File: config.mk
export PLATFORM = sky130hd
export DESIGN_NAME = brq_mem_arbiter
export DESIGN_NICKNAME = d
export VERILOG_FILES = /design/src/rtl/brq_mem_arbiter.sv
export SDC_FILE = /design/constraint.sdc
export NUM_CORES = 1
export LEC_CHECK = 0
export BUFFER_PORTS_ARGS = -buffer_cell sky130_fd_sc_hd__buf_4
export CAP_MARGIN = 20
export CORE_AREA = 2 2 110 112
export CTS_CLUSTER_DIAMETER = 60
export CTS_CLUSTER_SIZE = 24
export DETAILED_ROUTE_END_ITERATION = 6
export DIE_AREA = 0 0 112 114
export SLEW_MARGIN = 10
export SYNTH_ARGS = -nofsm -noshare
export SYNTH_HDL_FRONTEND = slang
export SYNTH_SLANG_ARGS = --single-unit
File: constraint.sdc
create_clock -name clk_i -period 5 [get_ports clk_i]
set_input_delay 1 -clock clk_i [delete_from_list [all_inputs] [get_ports clk_i]]
set_output_delay 1 -clock clk_i [all_outputs]
set_load 0.005 [all_outputs]
File: src/rtl/brq_mem_arbiter.sv
// Two-into-one req/gnt/rvalid memory port arbiter: instruction fetch and data LSU
// share one port, and in-order responses are routed back by an owner FIFO.
module brq_mem_arbiter #(
  parameter int unsigned MaxOutstanding = 2,
  parameter logic        DataPriority   = 1'b0
) (
  input  logic                                  clk_i,
  input  logic                                  rst_i,
  input  logic                                  instr_req_i,
  output logic                                  instr_gnt_o,
  input  logic [31:0]                           instr_addr_i,
  output logic                                  instr_rvalid_o,
  output logic [31:0]                           instr_rdata_o,
  output logic                                  instr_err_o,
  input  logic                                  data_req_i,
  output logic                                  data_gnt_o,
  input  logic                                  data_we_i,
  input  logic [3:0]                            data_be_i,
  input  logic [31:0]                           data_addr_i,
  input  logic [31:0]                           data_wdata_i,
  output logic                                  data_rvalid_o,
  output logic [31:0]                           data_rdata_o,
  output logic                                  data_err_o,
  output logic                                  mem_req_o,
  input  logic                                  mem_gnt_i,
  output logic                                  mem_we_o,
  output logic [3:0]                            mem_be_o,
  output logic [31:0]                           mem_addr_o,
  output logic [31:0]                           mem_wdata_o,
  input  logic                                  mem_rvalid_i,
  input  logic [31:0]                           mem_rdata_i,
  input  logic                                  mem_err_i,
  output logic [$clog2(MaxOutstanding+1)-1:0]   outstanding_o,
  output logic                                  protocol_err_o
);

  localparam int unsigned CW = $clog2(MaxOutstanding + 1);
  localparam int unsigned PW = (MaxOutstanding > 1) ? $clog2(MaxOutstanding) : 1;

  typedef enum logic {
    OWN_INSTR = 1'b0,
    OWN_DATA  = 1'b1
  } owner_e;

  logic          r_lock;
  owner_e        r_locked_owner;
  owner_e        r_last_grant;
  owner_e        r_fifo [MaxOutstanding];
  logic [PW-1:0] r_wptr;
  logic [PW-1:0] r_rptr;
  logic [CW-1:0] r_count;
  logic          r_perr;

  logic   w_sel_valid;
  owner_e w_sel;
  logic   w_sel_req;
  logic   w_full;
  logic   w_accept;
  logic   w_pop;
  logic   w_spurious;
  owner_e w_head;

  assign w_full     = (r_count == CW'(MaxOutstanding));
  assign w_pop      = mem_rvalid_i & (r_count != '0);
  assign w_spurious = mem_rvalid_i & (r_count == '0);
  assign w_head     = r_fifo[r_rptr];

  always_comb begin
    w_sel_valid = 1'b0;
    w_sel       = OWN_INSTR;
    if (r_lock) begin
      w_sel_valid = 1'b1;
      w_sel       = r_locked_owner;
    end else if (instr_req_i && data_req_i) begin
      w_sel_valid = 1'b1;
      w_sel       = DataPriority ? OWN_DATA :
                    ((r_last_grant == OWN_DATA) ? OWN_INSTR : OWN_DATA);
    end else if (data_req_i) begin
      w_sel_valid = 1'b1;
      w_sel       = OWN_DATA;
    end else if (instr_req_i) begin
      w_sel_valid = 1'b1;
      w_sel       = OWN_INSTR;
    end
  end

  always_comb begin
    w_sel_req   = (w_sel == OWN_DATA) ? data_req_i : instr_req_i;
    mem_req_o   = w_sel_valid & w_sel_req & ~w_full;
    mem_we_o    = 1'b0;
    mem_be_o    = '0;
    mem_addr_o  = '0;
    mem_wdata_o = '0;
    if (w_sel_valid) begin
      if (w_sel == OWN_DATA) begin
        mem_we_o    = data_we_i;
        mem_be_o    = data_be_i;
        mem_addr_o  = data_addr_i;
        mem_wdata_o = data_wdata_i;
      end else begin
        mem_be_o    = '1;
        mem_addr_o  = instr_addr_i;
      end
    end
    w_accept    = mem_req_o & mem_gnt_i;
    instr_gnt_o = w_accept & (w_sel == OWN_INSTR);
    data_gnt_o  = w_accept & (w_sel == OWN_DATA);

    instr_rvalid_o = w_pop & (w_head == OWN_INSTR);
    data_rvalid_o  = w_pop & (w_head == OWN_DATA);
    instr_rdata_o  = instr_rvalid_o ? mem_rdata_i : '0;
    instr_err_o    = instr_rvalid_o & mem_err_i;
    data_rdata_o   = data_rvalid_o ? mem_rdata_i : '0;
    data_err_o     = data_rvalid_o & mem_err_i;
  end

  always_ff @(posedge clk_i) begin
    if (rst_i) begin
      r_lock         <= 1'b0;
      r_locked_owner <= OWN_INSTR;
      r_last_grant   <= OWN_DATA;
      r_wptr         <= '0;
      r_rptr         <= '0;
      r_count        <= '0;
      r_perr         <= 1'b0;
      for (int unsigned i = 0; i < MaxOutstanding; i++) r_fifo[i] <= OWN_INSTR;
    end else begin
      // Presented-but-ungranted holds the owner; grant or a dropped req both clear it.
      r_lock <= mem_req_o & ~mem_gnt_i;
      if (mem_req_o && !mem_gnt_i) r_locked_owner <= w_sel;
      if (w_accept) begin
        r_fifo[r_wptr] <= w_sel;
        r_last_grant   <= w_sel;
        if (r_wptr == PW'(MaxOutstanding - 1)) r_wptr <= '0;
        else                                   r_wptr <= r_wptr + PW'(1);
      end
      if (w_pop) begin
        if (r_rptr == PW'(MaxOutstanding - 1)) r_rptr <= '0;
        else                                   r_rptr <= r_rptr + PW'(1);
      end
      case ({w_accept, w_pop})
        2'b10:   r_count <= r_count + CW'(1);
        2'b01:   r_count <= r_count - CW'(1);
        default: r_count <= r_count;
      endcase
      if (w_spurious) r_perr <= 1'b1;
    end
  end

  assign outstanding_o  = r_count;
  assign protocol_err_o = r_perr;

endmodule

== Word-level counts from Yosys, hierarchy flattened ==
Memory sizes are Yosys's and may differ from the RTL's. A register that Yosys moved wholly into a read port is not among the register bits.
Index checks and enable logic that the tools add are counted.
Storage, ports and cells
  register bits: 8
  memory bits (writable): 2
  bits of input ports: 140
  output and inout bits: 143
  word-level logic and storage cells: 70
  memories: 1
Operators by class
  add/subtract/negate cells: 4
  equal/unequal tests: 3
  mux-type cells: 32
  bitwise logic cells: 16
  reduce and logical (&&, ||, !) cells: 7
Memory list
  r_fifo: words 2, width 1, read ports 1, clocked after memory_dff 1, wr ports 2, RTL line 48  | owner_e r_fifo [MaxOutstanding];
Operator list (number)
  32-bit two-way mux: 6
  1-bit two-way mux: 23
  1-bit bitwise AND: 12
  4-bit two-way mux: 2
  2-bit == test, second input constant: 2
  1-bit inverter: 4
  2-bit one-hot mux with 2 select lines: 1
  2-bit nonzero test: 2
  1-bit adder, second input constant: 2
  2-bit by 1-bit adder with 2-bit output, second input constant: 1
  2-bit by 1-bit == test with 1-bit output, second input constant: 1
  1-bit logical AND: 2
  2-bit zero test: 1
  2-bit by 1-bit subtractor with 2-bit output, second input constant: 1
  1-bit zero test: 1
  1-bit OR reduction: 1

== Longest topological paths before layout ==
Gate-level depths: netlist of the first run.
  depth in word-level cells: 12
  depth in mapped cells: 7
  mapped depth without buffers: 6

== Least setup slack after synthesis of the first run ==
OpenSTA, ideal clock, no wires.
  path kind: input port to output port
  from: input port data_req_i
  to: output port mem_addr_o[0]
  arrival: 1.893 ns
  data required time: 4.000 ns
  path slack: 2.107 ns
  stages: 6
  path buffers: 2
  path through: nor2b_1 -> a22o_1 -> buf_2 -> buf_2 -> nand2_1 -> a21oi_1
On the way
  longest elaborated chain between the ends: 5
  elaborated cells between the ends (all ways): 9
  classes of those cells: mux: 8; reduce/logical: 1
RTL lines
  start, declared: RTL line 15  | input logic data_req_i,
  1-bit two-way mux or 1-bit logical AND (tied branches): RTL line 78, 74
  1-bit two-way mux: RTL line 74  | end else if (instr_req_i && data_req_i) begin
  1-bit two-way mux: RTL line 71  | if (r_lock) begin
  32-bit two-way mux: RTL line 95  | if (w_sel == OWN_DATA) begin
  32-bit two-way mux *: RTL line 94  | if (w_sel_valid) begin
  end, declared: RTL line 28  | output logic [31:0] mem_addr_o,
Every way passes the cells marked *; elsewhere a longest branch is shown, timed or not.

== Worst setup path after layout of the first run ==
  from: input port data_req_i
  to: output port mem_addr_o[8]
Same word-level chain as after synthesis.

==> results of run 1 <==
[flip-flops by register name, summed over array words and instances, names as in the netlist, named ones only]
name	cells
r_wptr	1
r_fifo	2
r_last_grant	1
r_lock	1
r_rptr	1
protocol_err_o	1
outstanding_o	2
r_locked_owner	1
[logic make-up (layout without fill, tap and decap cells)]
logic type / after synthesis / after routing / synth area share, %
xor gates and xnor gates: 4 / 4 / 2.09
and+or+nand+nor: 191 / 191 / 59.8
DFF: 11 / 11 / 14.3
adders and majority gates: 1 / 1 / 0.745
muxes: 2 / 2 / 1.19
AOI/OAI and AO/OA: 46 / 46 / 15.8
buffers and inverters: 25 / 294 / 6.11
[area by class of cell]
cell class / count / share of cell area [%]
inverters: 3 / 0.279
multi-input cells: 244 / 33.5
flip-flops and latches: 11 / 5.96
repair buffers: 287 / 53.8
clock inverters: 1 / 0.124
well taps: 147 / 4.56
clock buffers: 3 / 1.86
[worst reg2reg max path: stages, from the launching register on]
cell and delay [ns]:
sky130_fd_sc_hd__dfxtp_1 0.41, sky130_fd_sc_hd__mux2i_1 0.17, sky130_fd_sc_hd__a2111o_1 0.60, sky130_fd_sc_hd__ha_1 0.37
sky130_fd_sc_hd__or3_1 0.38, sky130_fd_sc_hd__a21oi_1 0.14
[metal layers]
| layer | up-vias | wire, um | track usage, % | share of wire (%) |
|---|---|---|---|---|
| met5 | - | 0 | 0 | 0 |
| met4 | 0 | 129 | 2.44 | 1.5 |
| met3 | 13 | 437 | 0.850 | 5.2 |
| met2 | 103 | 4480 | 20.1 | 53 |
| met1 | 1205 | 3380 | 15.2 | 40 |
| li1 | 1420 | - | - | - |
[power by group]
group	internal [W]	total [W]	switching, W
Combinational	0.000342	0.000592	0.000251
Clock	0.000106	0.000148	0.0000423
Sequential	0.000114	0.000135	0.0000214
Total	0.000561	0.000876	0.000314
[through the flow]
step	setup slack [ns]	hold slack, ns
2_1_floorplan	2.11	0.460
3_3_place_gp	1.32	0.465
3_5_place_dp	1.29	0.486
4_1_cts	1.28	0.498
5_1_grt	1.42	0.541
6_report	1.51	0.483
[layout by cell type (no fill, tap or decap), drive strengths merged, types with 2 or more instances in the layout]
cell,synthesis,final
nor2,19,19
mux2i,2,2
o21bai,3,3
o21ai,2,2
edfxtp,2,2
a211oi,2,2
a21oi,35,35
nor4,2,2
dfxtp,9,9
xor2,2,2
inv,3,3
and2,99,99
xnor2,2,2
nand2,65,65
buf,7,287
nor2b,4,4
clkbuf,15,3
[worst max-delay path by stage]
| stage | from | endpoint |
|---|---|---|
| final | data_req_i | mem_addr_o[8] |
| after floorplan | data_req_i | mem_addr_o[0] |
| after global routing | data_req_i | mem_addr_o[8] |
| after global placement | data_req_i | mem_addr_o[30] |
| after detailed placement | data_req_i | mem_addr_o[30] |
| after CTS | data_req_i | mem_addr_o[30] |
==> out/qor.tcl, run 1 <==
set qor(result_of_the_run) {finished clean}
set qor(number_of_violations_reported_at_the_end_of_detailed_routing_iteration_0) 134
set qor(final.setup.tns_ns) 0
set qor(final_net_count) 691
set qor(design.portCount) 283
set qor(floorplan.initialDensity_pct) 14.3
set qor(sequential_cell_area_sq_um) 240
set qor(timing.rr.start) {r_locked_owner$_SDFFE_PP0P_}
set qor(power_leakage_nw) 2.19
set qor(ys_ff_latch) 11
set qor(setup_viol) 0
set qor(critPathMostFrequentCell) {sky130_fd_sc_hd__buf_4}
set qor(total_routing_usage_reported_by_global_routing_pct) 11.3
set qor(max_slew.worst_pin.slew_ns) 0.387
set qor(worst_path_dominant_cell_family) {buffers and inverters}
set qor(worst-r2r-setup-slack_ns) 2.88
set qor(timing.slew.headroom_pct) 74.2
set qor(numCtsBuffers) 3
set qor(cts.reportedPaths.clkPinSlew_ns) 0.04
set qor(routedWlPerCell_um) 12.1
set qor(grt_pass1_wl_um) 12400
set qor(total_iterations_of_the_first_detailed_routing_run) 4
set qor(timing.max_cap.violations) 0
set qor(crit_path_max_fanout) 37
set qor(crit_path_top_delay_cell) {sky130_fd_sc_hd__buf_4}
set qor(final_core_util_pct) 34.4
set qor(die_width_um) 112
set qor(floorplan.rows) 40
set qor(synthCells) 280
set qor(timing.final.max_slew_violations) 0
set qor(syn_area_sq_mm) 0.00168
set qor(fp.dieH_um) 114
set qor(drc_violations_left) 0
set qor(final.setup_skew_ns) 0.00274
set qor(netlist.area_leader.share_pct) 36.9
set qor(htreeDepth) 1
set qor(routabilityCongestion) 0.744
set qor(cts_num_sinks) 11
set qor(num-fill-cells) 1262
set qor(placed_cells) 691
set qor(worst-setup-path-type) {primary input to primary output}
set qor(cts_repair_resize_count) 0
set qor(design.core.area_sq_mm) 0.0117
set qor(power.density_cell_area_mw_per_mm2) 217
set qor(critPathCaptureType) {primary output}
set qor(route.final.wire_length_um) 8420
set qor(min_tclk_post_route_ns) 3.49
set qor(critical_path_cell_count) 7
set qor(first_global_vias) 2423
set qor(cts_setup_buffers) 0
set qor(grt_max_degree) 67
set qor(synth.avg_cell_area_sq_um) 6.00
set qor(synth_enable_flop_cells) 2
set qor(final_cells) 696
set qor(timing.final.hold_violations) 0
set qor(ctsHoldBuffers) 0
set qor(yosys.cell_types.count) 26
set qor(cp_num_buf_inv) 3
set qor(holdCritStartpoint) {protocol_err_o$_SDFFE_PP0P_}
set qor(min_delay_path_depth) 2
set qor(clock_latency_ns) 0.24
set qor(synth_largest_area_cell) {sky130_fd_sc_hd__and2_1}
set qor(synth_sequential_area_ratio_pct) 14.3
set qor(hold_path_end) {protocol_err_o$_SDFFE_PP0P_}
set qor(synth-async-reset-ratio_pct) 0
set qor(yosys_most_used_dff) {sky130_fd_sc_hd__dfxtp_1}
set qor(r2r-end) {outstanding_o[1]$_SDFFE_PP0P_}
set qor(numPortBuffers) 282
set qor(die-area_sq_mm) 0.0128
set qor(peak_supply_drop_v) 0.000272
set qor(hpwlAfterDp_um) 6920
set qor(diodes_inserted) 0
set qor(detailroute.via_count) 2741
set qor(cp.required_ns) 4.00
set qor(overall_power_of_the_completed_layout_w) 0.000876
set qor(multi_input_area_sq_mm) 0.00135
set qor(synth.cells.most_frequent) {sky130_fd_sc_hd__and2_1, sky130_fd_sc_hd__nand2_1, sky130_fd_sc_hd__a21oi_1}
set qor(timing.reg2reg.worst_path_depth) 5
set qor(grt_antenna_before_repair) 0
set qor(drive_above_1_share_pct) 54.3
set qor(cts_max_path_buffers) 2
set qor(layout-area-overhead-vs-synth_pct) 140
set qor(layout_worst_path_cycle_share_pct) 69.7
set qor(post_drt_via_cell_ratio) 3.94
set qor(synth.yosys.warnings) 0
set qor(cts_tree) {done}
set qor(final_cell_area_sq_mm) 0.00403
set qor(dpl_cell_area_sq_mm) 0.00393
set qor(achievable-frequency_ghz) 0.287
set qor(synthMostInstantiatedCell) {sky130_fd_sc_hd__and2_1}
set qor(arrival_ns) 2.49
set qor(hold_class) {flop to flop}
set qor(ys_top_cells_by_area) {sky130_fd_sc_hd__and2_1, sky130_fd_sc_hd__nand2_1, sky130_fd_sc_hd__dfxtp_1}
set qor(critical_path.max_stage_delay_ns) 0.41
set qor(cts_root_buf) {sky130_fd_sc_hd__clkbuf_16}
set qor(final_antenna_net_count) 0
set qor(cp_cell_sequence) {buf_4 > nor2b_1 > a22oi_2 > buf_4 > nand2_1 > a21oi_1 > buf_4}
set qor(critical_path.startpoint_type) {primary input}
set qor(post_syn_nets) 421
set qor(grt_setup_unrepaired) {false}
set qor(grt-ovfl-total) 0
Power figures use the tool's default switching activity.
==> run 2: changes to the inputs <==
--- a/config.mk
+++ b/config.mk
@@ -5,6 +5,7 @@
 export SDC_FILE = /design/constraint.sdc
 export NUM_CORES = 1
 export LEC_CHECK = 0
+export ABC_AREA = 1
 export BUFFER_PORTS_ARGS = -buffer_cell sky130_fd_sc_hd__buf_4
 export CAP_MARGIN = 20
 export CORE_AREA = 2 2 110 112
==> constraint.sdc (replaced) <==
create_clock -name clk_i -period 3.21 [get_ports clk_i]
set_input_delay 0.642 -clock clk_i [delete_from_list [all_inputs] [get_ports clk_i]]
set_output_delay 0.642 -clock clk_i [all_outputs]
set_load 0.005 [all_outputs]
==> run 2 against run 1 <==
Effect of this change:
- combinational power grew 32%
- sequential share of layout area fell by 0.084 points
- clock skew is 0.0013 ns lower
- largest power group unchanged
- final area up 1.4%
- count of clock-buffer cells in the layout grew 1
==> out/qor.tcl, run 2 <==
set qor(result_of_the_run) {finished clean}
set qor(timing.final.max_slew_violations) 0 ;# unchanged
set qor(ctsHoldBuffers) 0 ;# unchanged
set qor(dpl_cell_area_sq_mm) 0.00401 ;# +2.0%
set qor(final_net_count) 782 ;# +13%
set qor(min_tclk_post_route_ns) 2.53
set qor(grt_pass1_wl_um) 11800 ;# -4.4%
set qor(seqPwrFrac_pct) 15.6 ;# +0.2 points
set qor(hpwlAfterDp_um) 7020 ;# +1.4%
set qor(layout_worst_path_cycle_share_pct) 78.8
set qor(power_leakage_nw) 2.56 ;# +17%
set qor(timing.max_cap.violations) 0 ;# unchanged
set qor(cts_tree) {done}
set qor(switching_part_of_the_total_pct) 36.8 ;# +0.85 points
set qor(floorplan.rows) 40 ;# unchanged
set qor(grtUsageMet1_pct) 12.5 ;# -2.7 points
set qor(crit_path_max_fanout) 19 ;# -49%
set qor(ys_ff_latch) 11 ;# unchanged
set qor(timing.slew.headroom_pct) 59.1 ;# -15 points
set qor(layout.cells.most_common_list) {sky130_fd_sc_hd__buf_4, sky130_fd_sc_hd__nor2_1, sky130_fd_sc_hd__inv_1}
set qor(final_cell_area_sq_mm) 0.00409 ;# +1.4%
set qor(htreeDepth) 1 ;# unchanged
set qor(ys_top_cells_by_area) {sky130_fd_sc_hd__nor2_1, sky130_fd_sc_hd__inv_1, sky130_fd_sc_hd__nand2_1}
set qor(power.density_cell_area_mw_per_mm2) 293 ;# +35%
set qor(synth_largest_area_cell) {sky130_fd_sc_hd__nor2_1}
set qor(synthCells) 366 ;# +31%
set qor(crit_path_top_delay_cell) {sky130_fd_sc_hd__nand2_2}
set qor(diodes_inserted) 0 ;# unchanged
set qor(cp.required_ns) 2.57 ;# -1.43 ns
set qor(routedWlPerCell_um) 10.5 ;# -13%
set qor(die_width_um) 112 ;# unchanged
set qor(numCtsBuffers) 3 ;# unchanged
set qor(setup_viol) 0 ;# unchanged
set qor(p_switching_w) 0.000440 ;# +40%
set qor(use_met2_pct) 21.1 ;# +0.97 points
set qor(detailroute.via_count) 3032 ;# +11%
set qor(drc_violations_left) 0 ;# unchanged
set qor(power_report.internal_total_w) 0.000758 ;# +35%
set qor(design.portCount) 283 ;# unchanged
set qor(power_frac_clock_pct) 18.9 ;# +2.0 points
set qor(synth_enable_flop_cells) 2 ;# unchanged
set qor(hold_class) {flop to flop}
set qor(design.core.area_sq_mm) 0.0117 ;# unchanged
set qor(numPortBuffers) 282 ;# unchanged
set qor(syn_area_sq_mm) 0.00181 ;# +7.8%
set qor(routabilityCongestion) 0.744 ;# unchanged
set qor(final_antenna_net_count) 0 ;# unchanged
set qor(number_of_violations_reported_at_the_end_of_detailed_routing_iteration_0) 108 ;# -19%
set qor(first_global_vias) 2549 ;# +5.2%
set qor(final_common_cell) {sky130_fd_sc_hd__buf_4}
set qor(critical_path.max_stage_delay_ns) 0.29 ;# -0.12 ns
set qor(cts_root_buf) {sky130_fd_sc_hd__clkbuf_16}
set qor(critPathMostFrequentCell) {sky130_fd_sc_hd__buf_4}
set qor(clock_latency_ns) 0.24 ;# about the same
set qor(sequential_cell_area_sq_um) 240 ;# unchanged
set qor(total_iterations_of_the_first_detailed_routing_run) 4 ;# unchanged
set qor(floorplan.initialDensity_pct) 15.5 ;# +1.1 points
set qor(synth.cells.most_frequent) {sky130_fd_sc_hd__nor2_1, sky130_fd_sc_hd__inv_1, sky130_fd_sc_hd__nand2_1}
set qor(power_frac_comb_pct) 65.5 ;# -2.2 points
set qor(worst-setup-path-type) {primary input to primary output}
set qor(cp_cell_sequence) {buf_4 > nand2_1 > nand3_1 > nand2_2 > buf_4 > nand2_1 > a21oi_1 > buf_4}
set qor(layout-area-overhead-vs-synth_pct) 126
set qor(grt_setup_unrepaired) {false}
set qor(cts_num_sinks) 11 ;# unchanged
set qor(post_drt_via_cell_ratio) 3.85 ;# -2.2%
set qor(peak_supply_drop_v) 0.000158 ;# -42%
set qor(total_routing_usage_reported_by_global_routing_pct) 10.9 ;# -0.40 points
set qor(num-fill-cells) 1328 ;# +5.2%
set qor(synthMostInstantiatedCell) {sky130_fd_sc_hd__nor2_1}
set qor(cts_setup_buffers) 0 ;# unchanged
set qor(grt_max_degree) 37 ;# -45%
set qor(post_syn_nets) 507 ;# +20%
set qor(synth_sequential_area_ratio_pct) 13.3 ;# -1.0 points
set qor(multi_input_area_sq_mm) 0.00110 ;# -18%
set qor(busiest_layer) {met2}
set qor(fp.dieH_um) 114 ;# unchanged
set qor(timing.final.hold_violations) 0 ;# unchanged
set qor(grt_antenna_before_repair) 0 ;# unchanged
set qor(route.final.wire_length_um) 8290 ;# -1.6%
set qor(die-area_sq_mm) 0.0128 ;# unchanged
set qor(cp_num_buf_inv) 3 ;# unchanged
set qor(netlist.area_leader.share_pct) 21.6 ;# -15 points
set qor(grt-ovfl-total) 0 ;# unchanged
set qor(max_slew.worst_pin.slew_ns) 0.611 ;# +0.223 ns
set qor(cts_repair_resize_count) 0 ;# unchanged
set qor(yosys_most_used_dff) {sky130_fd_sc_hd__dfxtp_1}
set qor(critPathCaptureType) {primary output}
set qor(synth.avg_cell_area_sq_um) 4.95 ;# -18%
set qor(cts.reportedPaths.clkPinSlew_ns) 0.04 ;# about the same
set qor(yosys.cell_types.count) 22 ;# -15%
set qor(achievable-frequency_ghz) 0.396
set qor(critical_path.startpoint_type) {primary input}
set qor(drive_above_1_share_pct) 49.1 ;# -5.2 points
set qor(final.setup_skew_ns) 0.00139 ;# -0.00135 ns
set qor(synth-async-reset-ratio_pct) 0 ;# unchanged
set qor(grt_util_met3_pct) 1.97 ;# +1.1 points
set qor(cts_max_path_buffers) 2 ;# unchanged
set qor(arrival_ns) 1.89 ;# -0.60 ns
set qor(final.setup.tns_ns) 0 ;# unchanged
set qor(worst_path_dominant_cell_family) {buffers and inverters}
set qor(synth.yosys.warnings) 0 ;# unchanged
## run 2: cell types whose count changed after synthesis, moves of 3 or more
cell | previous run | this run
sky130_fd_sc_hd__buf_6 | 0 | 9
sky130_fd_sc_hd__nor2b_1 | 4 | 0
sky130_fd_sc_hd__nor2_1 | 18 | 104
sky130_fd_sc_hd__inv_1 | 3 | 81
sky130_fd_sc_hd__and2_1 | 99 | 0
sky130_fd_sc_hd__o21bai_1 | 3 | 0
sky130_fd_sc_hd__clkbuf_1 | 15 | 0
sky130_fd_sc_hd__o21ai_0 | 1 | 4
sky130_fd_sc_hd__nand3_2 | 0 | 3
sky130_fd_sc_hd__nand2_1 | 65 | 76
sky130_fd_sc_hd__nor2_2 | 1 | 13
sky130_fd_sc_hd__nand4_1 | 0 | 3
sky130_fd_sc_hd__nand3_1 | 0 | 5
## run 2: final cells by class
class / count / area share (%)
timing repair buffer: 289 / 53.1
tap: 147 / 4.50
clock buffer: 4 / 1.93
inverter: 83 / 7.62
sequential: 11 / 5.88
multi-input combinational: 253 / 27.0
## run 2: metrics by stage
stage	worst slack (ns)	cells	hold slack, ns	util, %	power, W
after global placement	0.698	783	0.437	34.2	0.000986
after floorplan	1.29	366	0.425	-	0.000544
after detailed placement	0.670	783	0.442	34.2	0.000987
after CTS	0.669	787	0.451	34.9	0.00122
after global routing	0.538	787	0.509	34.9	0.00130
final	0.682	787	0.448	34.9	0.00120
## run 2: final timing paths
check	slack [ns]	startpoint	cells after the start	endpoint
setup / recovery	0.68	instr_req_i	8	mem_addr_o[1]
hold / removal	0.45	r_rptr$_SDFFE_PP0P_	1	r_rptr$_SDFFE_PP0P_
setup reg to reg	1.54	outstanding_o[0]$_SDFFE_PP0P_	8	outstanding_o[1]$_SDFFE_PP0P_
hold reg to reg	0.45	r_rptr$_SDFFE_PP0P_	1	r_rptr$_SDFFE_PP0P_
## run 2: metal layers
layer	wire (um)	share of wire [%]
met1	3190	38
met2	4330	52
met3	680	8.2
met4	92	1.1
met5	0	0
## run 2: power groups by stage
stage | Clock (W) | Combinational, W | Sequential (W)
after floorplan | 0 | 0.000358 | 0.000187
final | 0.000227 | 0.000784 | 0.000187
after CTS | 0.000231 | 0.000800 | 0.000187
after global placement | 0 | 0.000796 | 0.000189
after global routing | 0.000240 | 0.000867 | 0.000191
after detailed placement | 0 | 0.000797 | 0.000190
## run 2: worst register-to-register path, stage by stage, from the launching register on
cell and delay [ns]:
sky130_fd_sc_hd__dfxtp_1 0.47, sky130_fd_sc_hd__nor2_2 0.11, sky130_fd_sc_hd__nor2_4 0.19, sky130_fd_sc_hd__nand3_2 0.14
sky130_fd_sc_hd__ha_1 0.29, sky130_fd_sc_hd__inv_1 0.08, sky130_fd_sc_hd__nand2_1 0.07, sky130_fd_sc_hd__o21ai_0 0.15
sky130_fd_sc_hd__a21oi_1 0.05
## run 2: logic make-up (layout without fill, tap and decap cells)
kind of cell	after synthesis	in the layout	share of synthesized area [%]
xor gates and xnor gates	1	1	0.484
adders and majority gates	1	1	0.691
AOI/OAI and AO/OA	42	42	11.8
and+or+nand+nor	208	208	47.5
DFF	11	11	13.3
muxes	1	1	0.553
buffers and inverters	102	376	25.7
==> run 3: changes to the inputs <==
==> constraint.sdc (replaced) <==
create_clock -name clk_i -period 2.3 [get_ports clk_i]
set_input_delay 0.46 -clock clk_i [delete_from_list [all_inputs] [get_ports clk_i]]
set_output_delay 0.46 -clock clk_i [all_outputs]
set_load 0.005 [all_outputs]
==> run 3 against run 2 <==
Effect of this change:
- cell count increased by 0.25%
- combinational power grew 47%
- sequential share of layout area fell by 0.094 points
- highest routed layer unchanged
- first-iteration DRC count grew 24%
- non-clock buffer count up 2
- die area stayed put
- clock power rose by 39%
- hold slack worse by 0.037 ns
- clock skew increased by 0.0013 ns
- critical endpoint is now data_rdata_o[31]
- core utilization up 0.57 points
- final area increased by 1.6%
- power is 44% higher
==> out/qor.tcl, run 3 (synthesis results as in run 2) <==
set qor(cp_cell_sequence) {mux2i_1 > nor2_2 > inv_2 > buf_4 > nor2_1 > buf_4}
set qor(post_drt_via_cell_ratio) 3.83 ;# -0.71%
set qor(achievable-frequency_ghz) 0.484
set qor(cts_num_sinks) 11 ;# unchanged
set qor(cts_max_path_buffers) 2 ;# unchanged
set qor(p_switching_w) 0.000629 ;# +43%
set qor(numPortBuffers) 282 ;# unchanged
set qor(num-fill-cells) 1289 ;# -2.9%
set qor(detailroute.via_count) 3018 ;# -0.46%
set qor(floorplan.initialDensity_pct) 15.5 ;# unchanged
set qor(final.setup_skew_ns) 0.00267 ;# +0.00128 ns
set qor(route.final.wire_length_um) 8250 ;# -0.46%
set qor(cts.reportedPaths.clkPinSlew_ns) 0.04 ;# about the same
set qor(final_antenna_net_count) 0 ;# unchanged
set qor(grt_pass1_wl_um) 12200 ;# +2.9%
set qor(final_net_count) 784 ;# +0.26%
set qor(floorplan.rows) 40 ;# unchanged
set qor(power.density_cell_area_mw_per_mm2) 414 ;# +41%
set qor(design.core.area_sq_mm) 0.0117 ;# unchanged
set qor(timing.slew.headroom_pct) 81.5 ;# +22 points
set qor(min_delay_path_depth) 2 ;# +1
set qor(place_worst_setup_slack_ns) 0.330 ;# -0.340 ns
set qor(timing.final.hold_violations) 0 ;# unchanged
set qor(layout-area-overhead-vs-synth_pct) 130
set qor(clock_latency_ns) 0.24 ;# about the same
set qor(worst-setup-path-type) {flop to primary output}
set qor(cts_setup_buffers) 0 ;# unchanged
set qor(power_leakage_nw) 2.59 ;# +1.3%
set qor(hold_class) {primary input to flop}
set qor(critPathMostFrequentCell) {sky130_fd_sc_hd__buf_4}
set qor(htreeDepth) 1 ;# unchanged
set qor(routabilityCongestion) 0.728 ;# -2.2%
set qor(numCtsBuffers) 3 ;# unchanged
set qor(sequential_cell_area_sq_um) 240 ;# unchanged
set qor(multi_input_area_sq_mm) 0.00110 ;# unchanged
set qor(ctsHoldBuffers) 0 ;# unchanged
set qor(total_routing_usage_reported_by_global_routing_pct) 11.2 ;# +0.30 points
set qor(setup_viol) 0 ;# unchanged
set qor(result_of_the_run) {finished clean}
set qor(layout.cells.most_common_list) {sky130_fd_sc_hd__buf_4, sky130_fd_sc_hd__nor2_1, sky130_fd_sc_hd__inv_1}
set qor(number_of_violations_reported_at_the_end_of_detailed_routing_iteration_0) 134 ;# +24%
set qor(final.setup.tns_ns) 0 ;# unchanged
set qor(critPathCaptureType) {primary output}
set qor(power_frac_comb_pct) 66.9 ;# +1.4 points
set qor(cp.required_ns) 1.84 ;# -0.73 ns
set qor(min_tclk_post_route_ns) 2.07
set qor(max_slew.worst_pin.slew_ns) 0.270 ;# -0.341 ns
set qor(design.portCount) 283 ;# unchanged
set qor(drive_above_1_share_pct) 49.4 ;# +0.31 points
set qor(final_cell_area_sq_mm) 0.00416 ;# +1.6%
set qor(peak_supply_drop_v) 0.000197 ;# +25%
set qor(diodes_inserted) 0 ;# unchanged
set qor(dpl_cell_area_sq_mm) 0.00408 ;# +1.6%
set qor(power_report.internal_total_w) 0.00109 ;# +44%
set qor(arrival_ns) 1.61 ;# -0.28 ns
set qor(die_width_um) 112 ;# unchanged
set qor(hpwlAfterDp_um) 6870 ;# -2.1%
set qor(crit_path_max_fanout) 17 ;# -2
set qor(critical_path.startpoint_type) {flop}
set qor(grt_antenna_before_repair) 0 ;# unchanged
set qor(timing.max_cap.violations) 0 ;# unchanged
set qor(switching_part_of_the_total_pct) 36.6 ;# -0.19 points
set qor(grt_max_degree) 39 ;# +5.4%
set qor(final_common_cell) {sky130_fd_sc_hd__buf_4}
set qor(routedWlPerCell_um) 10.5 ;# -0.71%
set qor(cts_tree) {done}
set qor(layout_worst_path_cycle_share_pct) 89.9
set qor(seqPwrFrac_pct) 14.7 ;# -0.9 points
set qor(timing.final.max_slew_violations) 0 ;# unchanged
set qor(timing.reg2reg.worst_path_depth) 9 ;# +1
set qor(grt-ovfl-total) 0 ;# unchanged
set qor(timing.final.ws_setup_ns) 0.232 ;# -0.450 ns
set qor(grt_setup_unrepaired) {false}
set qor(cts_repair_resize_count) 0 ;# unchanged
set qor(die-area_sq_mm) 0.0128 ;# unchanged
set qor(cts_root_buf) {sky130_fd_sc_hd__clkbuf_16}
set qor(crit_path_top_delay_cell) {sky130_fd_sc_hd__dfxtp_1}
set qor(fp.dieH_um) 114 ;# unchanged
set qor(total_iterations_of_the_first_detailed_routing_run) 4 ;# unchanged
set qor(critical_path.max_stage_delay_ns) 0.32 ;# +0.03 ns
set qor(power_frac_clock_pct) 18.4 ;# -0.5 points
set qor(drc_violations_left) 0 ;# unchanged
set qor(first_global_vias) 2624 ;# +2.9%
[run 3: cell types whose count changed in the layout (fill, tap and decap cells not counted)]
cell,delta
sky130_fd_sc_hd__buf_12,+4
sky130_fd_sc_hd__buf_4,-2
sky130_fd_sc_hd__clkbuf_1,-1
sky130_fd_sc_hd__clkinv_2,+1
[run 3: final timing paths]
check	end	slack, ns	start
hold reg to reg	flop	0.45	r_rptr$_SDFFE_PP0P_
setup / recovery	data_rdata_o[31]	0.23	flop
setup reg to reg	outstanding_o[1]$_SDFFE_PP0P_	0.68	outstanding_o[0]$_SDFFE_PP0P_
hold / removal	protocol_err_o$_SDFFE_PP0P_	0.41	rst_i
[run 3: stage by stage]
stage | total power [W] | util [%] | hold slack (ns) | cells
2_1_floorplan | 0.000760 | - | 0.425 | 366
3_3_place_gp | 0.00142 | 34.8 | 0.438 | 785
3_5_place_dp | 0.00142 | 34.8 | 0.443 | 785
4_1_cts | 0.00174 | 35.5 | 0.415 | 789
5_1_grt | 0.00186 | 35.5 | 0.418 | 789
6_report | 0.00172 | 35.5 | 0.411 | 789
[run 3: cell type report]
type                            count  share of cell area, %
Inverter                           83                   7.50
Clock buffer                        3                   1.81
Sequential cell                    11                   5.78
Multi-Input combinational cell    253                   26.6
Tap cell                          147                   4.43
Clock inverter                      1                  0.120
Timing Repair Buffer              291                   53.8
[run 3: power groups by stage]
stage | combinational (W) | clock [W] | sequential (W)
2_1_floorplan | 0.000499 | 0 | 0.000261
3_3_place_gp | 0.00116 | 0 | 0.000256
3_5_place_dp | 0.00116 | 0 | 0.000257
4_1_cts | 0.00117 | 0.000320 | 0.000254
5_1_grt | 0.00127 | 0.000332 | 0.000259
6_report | 0.00115 | 0.000316 | 0.000254
[run 3: critical path: cells and delay by family (launching register included)]
kind | cells | cell delay, ns
buf+inv | 3 | 0.63
flops | 1 | 0.32
mux | 1 | 0.29
simple gates | 2 | 0.14
[run 3: metal layers]
layer  vias to the layer above  track usage [%]  wire length, um
met1                      1248             12.1             2960
met2                       146             21.5             4350
met4                         0             3.41              143
met5                         -                0                0
li1                       1611                -                -
met3                        13             2.92              801
